===== src/rtl/alu_issue_queue_pkg.sv =====
// rtl/alu_issue_queue_pkg.sv - opcode constants, legal-opcode test and command struct
package alu_pkg;

  localparam logic [4:0] OP_AND  = 5'b00000;
  localparam logic [4:0] OP_OR   = 5'b00001;
  localparam logic [4:0] OP_ADD  = 5'b00010;
  localparam logic [4:0] OP_SUB  = 5'b01110;
  localparam logic [4:0] OP_SLT  = 5'b01111;
  localparam logic [4:0] OP_NOR  = 5'b11000;
  localparam logic [4:0] OP_NAND = 5'b11001;

  typedef struct packed {
    logic [4:0]  op;
    logic [31:0] a;
    logic [31:0] b;
  } cmd_t;

  function automatic logic op_legal(input logic [4:0] op);
    case (op)
      OP_AND, OP_OR, OP_ADD, OP_SUB, OP_SLT, OP_NOR, OP_NAND: op_legal = 1'b1;
      default: op_legal = 1'b0;
    endcase
  endfunction

endpackage


===== src/rtl/alu_issue_queue_if.sv =====
// rtl/alu_issue_queue_if.sv - command, ALU and result signal bundle of the issue queue
interface alu_issue_queue_if #(
  parameter int CNT_W = 8
);
  logic             cmd_valid;
  logic             cmd_ready;
  logic [4:0]       cmd_op;
  logic [31:0]      cmd_a;
  logic [31:0]      cmd_b;
  logic [31:0]      alu_a;
  logic [31:0]      alu_b;
  logic [4:0]       alu_op;
  logic [31:0]      alu_s;
  logic             alu_eq;
  logic             alu_ovf;
  logic             res_valid;
  logic             res_ready;
  logic [31:0]      res_s;
  logic             res_eq;
  logic             res_ovf;
  logic             res_err;
  logic [CNT_W-1:0] ovf_count;

  modport master (
    output cmd_valid, cmd_op, cmd_a, cmd_b, alu_s, alu_eq, alu_ovf, res_ready,
    input  cmd_ready, alu_a, alu_b, alu_op, res_valid, res_s, res_eq, res_ovf, res_err, ovf_count
  );

  modport slave (
    input  cmd_valid, cmd_op, cmd_a, cmd_b, alu_s, alu_eq, alu_ovf, res_ready,
    output cmd_ready, alu_a, alu_b, alu_op, res_valid, res_s, res_eq, res_ovf, res_err, ovf_count
  );
endinterface


===== src/rtl/alu_issue_queue_cmd_fifo.sv =====
// rtl/alu_issue_queue_cmd_fifo.sv - DEPTH-entry synchronous command FIFO with registered full/empty
module alu_cmd_fifo
  import alu_pkg::*;
#(
  parameter int DEPTH = 4
) (
  input  logic clk,
  input  logic rst_n,
  input  logic push,
  input  cmd_t wdata,
  input  logic pop,
  output cmd_t rdata,
  output logic full,
  output logic empty
);
  localparam int AW = $clog2(DEPTH);
  localparam logic [AW:0] FULL_CNT = (AW + 1)'(DEPTH);

  cmd_t          mem [DEPTH];
  logic [AW-1:0] wr_ptr;
  logic [AW-1:0] rd_ptr;
  logic [AW:0]   count;
  logic [AW:0]   count_nxt;
  logic          do_push;
  logic          do_pop;

  assign do_push = push & ~full;
  assign do_pop  = pop & ~empty;
  assign rdata   = mem[rd_ptr];

  always_comb begin
    count_nxt = count;
    case ({do_push, do_pop})
      2'b10:   count_nxt = count + 1'b1;
      2'b01:   count_nxt = count - 1'b1;
      default: count_nxt = count;
    endcase
  end

  // Flags are computed from the next count so they stay registered yet exact.
  always_ff @(posedge clk) begin
    if (!rst_n) begin
      wr_ptr <= '0;
      rd_ptr <= '0;
      count  <= '0;
      full   <= 1'b0;
      empty  <= 1'b1;
    end else begin
      if (do_push) wr_ptr <= wr_ptr + 1'b1;
      if (do_pop)  rd_ptr <= rd_ptr + 1'b1;
      count <= count_nxt;
      full  <= (count_nxt == FULL_CNT);
      empty <= (count_nxt == '0);
    end
  end

  always_ff @(posedge clk) begin
    if (do_push) mem[wr_ptr] <= wdata;
  end

endmodule


===== src/rtl/alu_issue_queue.sv =====
// rtl/alu_issue_queue.sv - command FIFO, issue register and result capture in front of the ALU
// Optional ALU_OPCODE_CHECK_EN: illegal opcodes are kept off the ALU and returned with res_err=1.
module alu_issue_queue
  import alu_pkg::*;
#(
  parameter int DEPTH = 4,
  parameter int CNT_W = 8
) (
  input logic              clk,
  input logic              rst_n,
  alu_issue_queue_if.slave bus
);
  cmd_t             push_cmd;
  cmd_t             head;
  logic             fifo_full;
  logic             fifo_empty;
  logic             issue_adv;
  logic             pop;
  logic             head_ok;
  logic             slot_err;
  logic             iss_valid;
  logic [31:0]      alu_a_q;
  logic [31:0]      alu_b_q;
  logic [4:0]       alu_op_q;
  logic             res_valid_q;
  logic [31:0]      res_s_q;
  logic             res_eq_q;
  logic             res_ovf_q;
  logic             res_err_q;
  logic [CNT_W-1:0] ovf_cnt;

  assign push_cmd  = '{op: bus.cmd_op, a: bus.cmd_a, b: bus.cmd_b};
  assign issue_adv = ~res_valid_q | bus.res_ready;
  assign pop       = issue_adv & ~fifo_empty;

  alu_cmd_fifo #(.DEPTH(DEPTH)) u_fifo (
    .clk   (clk),
    .rst_n (rst_n),
    .push  (bus.cmd_valid),
    .wdata (push_cmd),
    .pop   (pop),
    .rdata (head),
    .full  (fifo_full),
    .empty (fifo_empty)
  );

`ifdef ALU_OPCODE_CHECK_EN
  logic iss_err;

  assign head_ok  = op_legal(head.op);
  assign slot_err = iss_err;

  always_ff @(posedge clk) begin
    if (!rst_n)   iss_err <= 1'b0;
    else if (pop) iss_err <= ~head_ok;
  end
`else
  assign head_ok  = 1'b1;
  assign slot_err = 1'b0;
`endif

  // An illegal slot leaves alu_* untouched so the ALU never sees its operands.
  always_ff @(posedge clk) begin
    if (!rst_n) begin
      iss_valid <= 1'b0;
      alu_a_q   <= '0;
      alu_b_q   <= '0;
      alu_op_q  <= '0;
    end else if (issue_adv) begin
      iss_valid <= ~fifo_empty;
      if (pop && head_ok) begin
        alu_a_q  <= head.a;
        alu_b_q  <= head.b;
        alu_op_q <= head.op;
      end
    end
  end

  always_ff @(posedge clk) begin
    if (!rst_n) begin
      res_valid_q <= 1'b0;
      res_s_q     <= '0;
      res_eq_q    <= 1'b0;
      res_ovf_q   <= 1'b0;
      res_err_q   <= 1'b0;
    end else if (issue_adv && iss_valid) begin
      res_valid_q <= 1'b1;
      res_s_q     <= slot_err ? '0   : bus.alu_s;
      res_eq_q    <= slot_err ? 1'b0 : bus.alu_eq;
      res_ovf_q   <= slot_err ? 1'b0 : bus.alu_ovf;
      res_err_q   <= slot_err;
    end else if (bus.res_ready) begin
      res_valid_q <= 1'b0;
    end
  end

  always_ff @(posedge clk) begin
    if (!rst_n) begin
      ovf_cnt <= '0;
    end else if (res_valid_q && bus.res_ready && res_ovf_q && !(&ovf_cnt)) begin
      ovf_cnt <= ovf_cnt + 1'b1;
    end
  end

  assign bus.cmd_ready = ~fifo_full;
  assign bus.alu_a     = alu_a_q;
  assign bus.alu_b     = alu_b_q;
  assign bus.alu_op    = alu_op_q;
  assign bus.res_valid = res_valid_q;
  assign bus.res_s     = res_s_q;
  assign bus.res_eq    = res_eq_q;
  assign bus.res_ovf   = res_ovf_q;
  assign bus.res_err   = res_err_q;
  assign bus.ovf_count = ovf_cnt;

endmodule

===== src/flat_wrapper.sv =====
// flat-port wrapper written by rule: the top's interface ports become plain ports
module alu_issue_queue_flat import alu_pkg::*;
#(
  parameter int DEPTH = 4,
  parameter int CNT_W = 8
)
  (clk, rst_n, bus_cmd_valid, bus_cmd_op, bus_cmd_a, bus_cmd_b, bus_alu_s, bus_alu_eq, bus_alu_ovf, bus_res_ready, bus_cmd_ready, bus_alu_a, bus_alu_b, bus_alu_op, bus_res_valid, bus_res_s, bus_res_eq, bus_res_ovf, bus_res_err, bus_ovf_count);
  alu_issue_queue_if #(.CNT_W(CNT_W)) bus_i ();
  input logic clk;
  input logic rst_n;
  input wire logic [$bits(bus_i.cmd_valid)-1:0] bus_cmd_valid;
  input wire logic [$bits(bus_i.cmd_op)-1:0] bus_cmd_op;
  input wire logic [$bits(bus_i.cmd_a)-1:0] bus_cmd_a;
  input wire logic [$bits(bus_i.cmd_b)-1:0] bus_cmd_b;
  input wire logic [$bits(bus_i.alu_s)-1:0] bus_alu_s;
  input wire logic [$bits(bus_i.alu_eq)-1:0] bus_alu_eq;
  input wire logic [$bits(bus_i.alu_ovf)-1:0] bus_alu_ovf;
  input wire logic [$bits(bus_i.res_ready)-1:0] bus_res_ready;
  output wire logic [$bits(bus_i.cmd_ready)-1:0] bus_cmd_ready;
  output wire logic [$bits(bus_i.alu_a)-1:0] bus_alu_a;
  output wire logic [$bits(bus_i.alu_b)-1:0] bus_alu_b;
  output wire logic [$bits(bus_i.alu_op)-1:0] bus_alu_op;
  output wire logic [$bits(bus_i.res_valid)-1:0] bus_res_valid;
  output wire logic [$bits(bus_i.res_s)-1:0] bus_res_s;
  output wire logic [$bits(bus_i.res_eq)-1:0] bus_res_eq;
  output wire logic [$bits(bus_i.res_ovf)-1:0] bus_res_ovf;
  output wire logic [$bits(bus_i.res_err)-1:0] bus_res_err;
  output wire logic [$bits(bus_i.ovf_count)-1:0] bus_ovf_count;
  assign bus_i.cmd_valid = bus_cmd_valid;
  assign bus_i.cmd_op = bus_cmd_op;
  assign bus_i.cmd_a = bus_cmd_a;
  assign bus_i.cmd_b = bus_cmd_b;
  assign bus_i.alu_s = bus_alu_s;
  assign bus_i.alu_eq = bus_alu_eq;
  assign bus_i.alu_ovf = bus_alu_ovf;
  assign bus_i.res_ready = bus_res_ready;
  assign bus_cmd_ready = bus_i.cmd_ready;
  assign bus_alu_a = bus_i.alu_a;
  assign bus_alu_b = bus_i.alu_b;
  assign bus_alu_op = bus_i.alu_op;
  assign bus_res_valid = bus_i.res_valid;
  assign bus_res_s = bus_i.res_s;
  assign bus_res_eq = bus_i.res_eq;
  assign bus_res_ovf = bus_i.res_ovf;
  assign bus_res_err = bus_i.res_err;
  assign bus_ovf_count = bus_i.ovf_count;
  alu_issue_queue #(.DEPTH(DEPTH), .CNT_W(CNT_W)) u_core (.clk(clk), .rst_n(rst_n), .bus(bus_i));
endmodule

===== config.mk =====
export PLATFORM = sky130hd
export DESIGN_NAME = alu_issue_queue_flat
export DESIGN_NICKNAME = d
export VERILOG_FILES = /design/src/rtl/alu_issue_queue_pkg.sv /design/src/rtl/alu_issue_queue_if.sv /design/src/rtl/alu_issue_queue_cmd_fifo.sv /design/src/rtl/alu_issue_queue.sv /design/src/flat_wrapper.sv
export SDC_FILE = /design/constraint.sdc
export NUM_CORES = 1
export LEC_CHECK = 0
export CORE_MARGIN = 5
export CORE_UTILIZATION = 54
export CTS_BUF_LIST = sky130_fd_sc_hd__clkbuf_16
export DETAILED_ROUTE_END_ITERATION = 10
export HOLD_SLACK_MARGIN = 0.1
export PLACE_DENSITY_LB_ADDON = 0.3
export SLEW_MARGIN = 40
export SYNTH_ARGS = -nofsm -noshare
export SYNTH_HDL_FRONTEND = slang
export SYNTH_HIERARCHICAL = 1
export SYNTH_SLANG_ARGS = --single-unit

===== constraint.sdc =====
create_clock -name clk -period 3.2 [get_ports clk]
set_clock_uncertainty 0.05 [all_clocks]
set_input_delay 0.32 -clock clk [delete_from_list [all_inputs] [get_ports clk]]
set_output_delay 0.32 -clock clk [all_outputs]
set_load 0.02 [all_outputs]

==> summary.txt <==
VDD IR max: 528.0 uV
Worst Hold Class: in -> reg
Distinct cells, synth: 44
NetSw: 3.746 mW
grt ovf: 0
Final Total Pwr: 13.68 mW
CP Data Arrival Time: 2.85 ns
share of post-route cells with drive strength above 1: 13.47%
Crit Path Category: reg -> reg
largest net degree at the start of global routing: 71
Final Slew Violations: 0
Net Sw Frac: 27.38%
Synth Area in Compound Gates: 6.159%
Internal Power: 9.934 mW
top cells by area, synth: edfxtp_1 (56%), dfxtp_1 (17%), mux4_2 (10%)
Antenna Cells: 0
CTS tree: built
yosys warns: 6
#FFs+latches synth: 400
Post-synth EDFFs: 276
TritonCTS buffer count: 40
vias in the first global route: 8737
Seq/Total Area, Yosys: 72.63%
Post-synth top cells: edfxtp_1 (276), nand2_1 (211), dfxtp_1 (124), a21boi_0 (80), mux4_2 (69)
largest family of logic cells by synthesized area: multiplexers
I/O pin count: 221
design area: 18560 um^2
Slew HR: 56.45%
Synth Area in Simple Gates: 7.079%
die height: 175.7 um
status: finished, final reports clean
unrepaired setup endpoints after global routing: false
CTS Hold Buffers Added: 0
synthesized area: 14830 um^2
Core Footprint: 27030 um^2
Final ANT Viol Nets: 0
PwrDens: 737.0 nW/um^2
Reg clk slew, reported paths: 0.06 ns
Buffers & Inverters on Critical Path: 2
Routed WL: 30310 um
Final min period: 2.493 ns
DR WL/cell: 19.93 um
clk root buf: clkbuf_16
DRC viols: 0
initial antenna violation count: 0
Flop pwr share: 47.0%
CTS resizes: 0
Startpoint Class: flip-flop
CTS H-tree lvls: 2
Setup TNS: 0 ns
Clock Latency Late Sink: 0.52 ns
Gate power share: 22.1%
Area Overhead vs Synth: 25.17%
CP cell instances: nor2b_2, or2_4, clkinv_4, nor2b_1, ha_1, inv_1, fa_1, xor2_1, o21a_1, o221a_2
first-pass GRT wire length: 47530 um
reg2reg setup slack: 0.71 ns
syn_nets: 1034
post-synthesis adder-cell area fraction: 0.6412%
worst slew pin tran: 0.6533 ns
DR vias: 8339
Port Buffer Count: 219
syn avg cell area: 16.12 um^2
multiplexer share of the synthesized area: 10.55%
HPWL Detailed: 18640 um
Via density: 5.483
# setup viols final: 0
critical path peak fanout: 5
Setup crit end kind: flip-flop
Die W: 175.7 um
asr flop ratio synth: 0%
CP peak stage delay: 0.40 ns
ys flop type: edfxtp_1
gpl congestion: 0.8120
xor/xnor share of the synthesized area: 0.4134%
Final nets: 1263
most frequent cell after synthesis: edfxtp_1
top-area cell type share of the netlist area: 55.89%
Final period util: 77.91%
Largest delay share family, worst path: simple AND/OR/NAND/NOR gates
P_leak: 6.176 nW
Max Cap Viol: 0
Fmax: 0.4011 GHz
biggest area consumer among synthesized cells: edfxtp_1
clock buffer depth: 3
Post-CTS Setup Repair Bufs: 0
Clk pwr share: 30.9%
placement row count: 60
Initial DRC Count: 408
Hold Vio Cnt, Final: 0
area post-placement: 17370 um^2
gr usage total: 19.58%
DR pass1 iterations: 5
Critical-path top delay cell: fa_1
Syn Inst Count: 920
die footprint: 30880 um^2
clock sinks: 400
Worst EP required: 3.55 ns
initial core utilization: 54.87%
[metal layers]
| metal | wire, um | GRT usage [%] |
|---|---|---|
| met1 | 12400 | 24.62 |
| met2 | 15170 | 34.26 |
| met3 | 2178 | 4.757 |
| met4 | 553 | 5.361 |
| met5 | 0 | 0 |
[path summary, 6_finish.rpt]
path / startpoint / endpoint / depth (start not counted)
worst max-delay path: u_core/bus.res_valid$_SDFFE_PN0P_ / u_core/u_fifo/full$_SDFF_PN0_ / 10
worst min-delay path: rst_n / u_core/u_fifo/empty$_SDFF_PN1_ / 2
worst max register to register: u_core/bus.res_valid$_SDFFE_PN0P_ / u_core/u_fifo/full$_SDFF_PN0_ / 10
worst min register to register: u_core/bus.alu_a[22]$_SDFFE_PN0P_ / u_core/bus.alu_a[22]$_SDFFE_PN0P_ / 2
[state kept, by name (all words and copies together) (netlist names), named ones only]
register,cells
u_core/bus.alu_a,32
u_core/bus.alu_b,32
u_core/bus.alu_op,5
u_core/bus.ovf_count,8
u_core/bus.res_eq,1
u_core/bus.res_ovf,1
u_core/bus.res_s,32
u_core/bus.res_valid,1
u_core/iss_valid,1
u_core/u_fifo/count,3
u_core/u_fifo/empty,1
u_core/u_fifo/full,1
u_core/u_fifo/mem,276
u_core/u_fifo/rd_ptr,2
u_core/u_fifo/wr_ptr,2
[cell families after synthesis]
family	Yosys count
other	1
AO/OA/AOI/OAI	123
multiplexers	70
XOR/XNOR	7
buffers and inverters	61
adder cells (fa/ha/maj)	7
AND/OR/NAND/NOR	251
flip-flops	400
[final cells by class]
class	count	area, um^2
tap	341	426.7
sequential	400	10780
clock buffer	41	1026
timing repair buffer	240	2426
fill	1865	8464
clock inverter	32	167.7
multi-input combinational	459	3702
inverter	8	35.03
[power by group through the flow]
stage	sequential [mW]	combinational [mW]	clock [mW]
6_report	6.42	3.02	4.23
5_1_grt	6.49	3.29	4.56
4_1_cts	6.44	3.08	4.35
3_5_place_dp	6.54	3.07	0
3_3_place_gp	6.52	2.99	0
2_1_floorplan	6.81	1.61	0
[layout by cell type, fill, tap and decap left out, drive strengths merged, types with 3 or more instances in the layout]
cell           Yosys  routed
edfxtp           276     276
nor2               4       4
o21ai              5       5
nand3              6       6
nand2            211     211
a21boi           105     105
clkbuf            18      41
buf               35      22
and2              12      12
clkinv             1      18
dfxtp            124     124
xor2               3       3
xnor2              4       4
nor2b              5       5
clkdlybuf4s50      0     218
ha                 6       6
o21a               3       3
a21oi              3       3
mux4              69      69
inv                7      21
[stage by stage]
stage / std cells / hold WS, ns / utilization, % / worst slack [ns]
3_5_place_dp: 1448 / 0.3978 / 64.26 / 0.3147
2_1_floorplan: 920 / 0.3411 / - / 0.4015
6_report: 1521 / 0.1700 / 68.68 / 0.7067
3_3_place_gp: 1447 / 0.3905 / 64.18 / 0.3279
4_1_cts: 1521 / 0.1490 / 68.68 / 0.7165
5_1_grt: 1521 / 0.1863 / 68.68 / 0.5678
(Power assumes the default switching activity.)
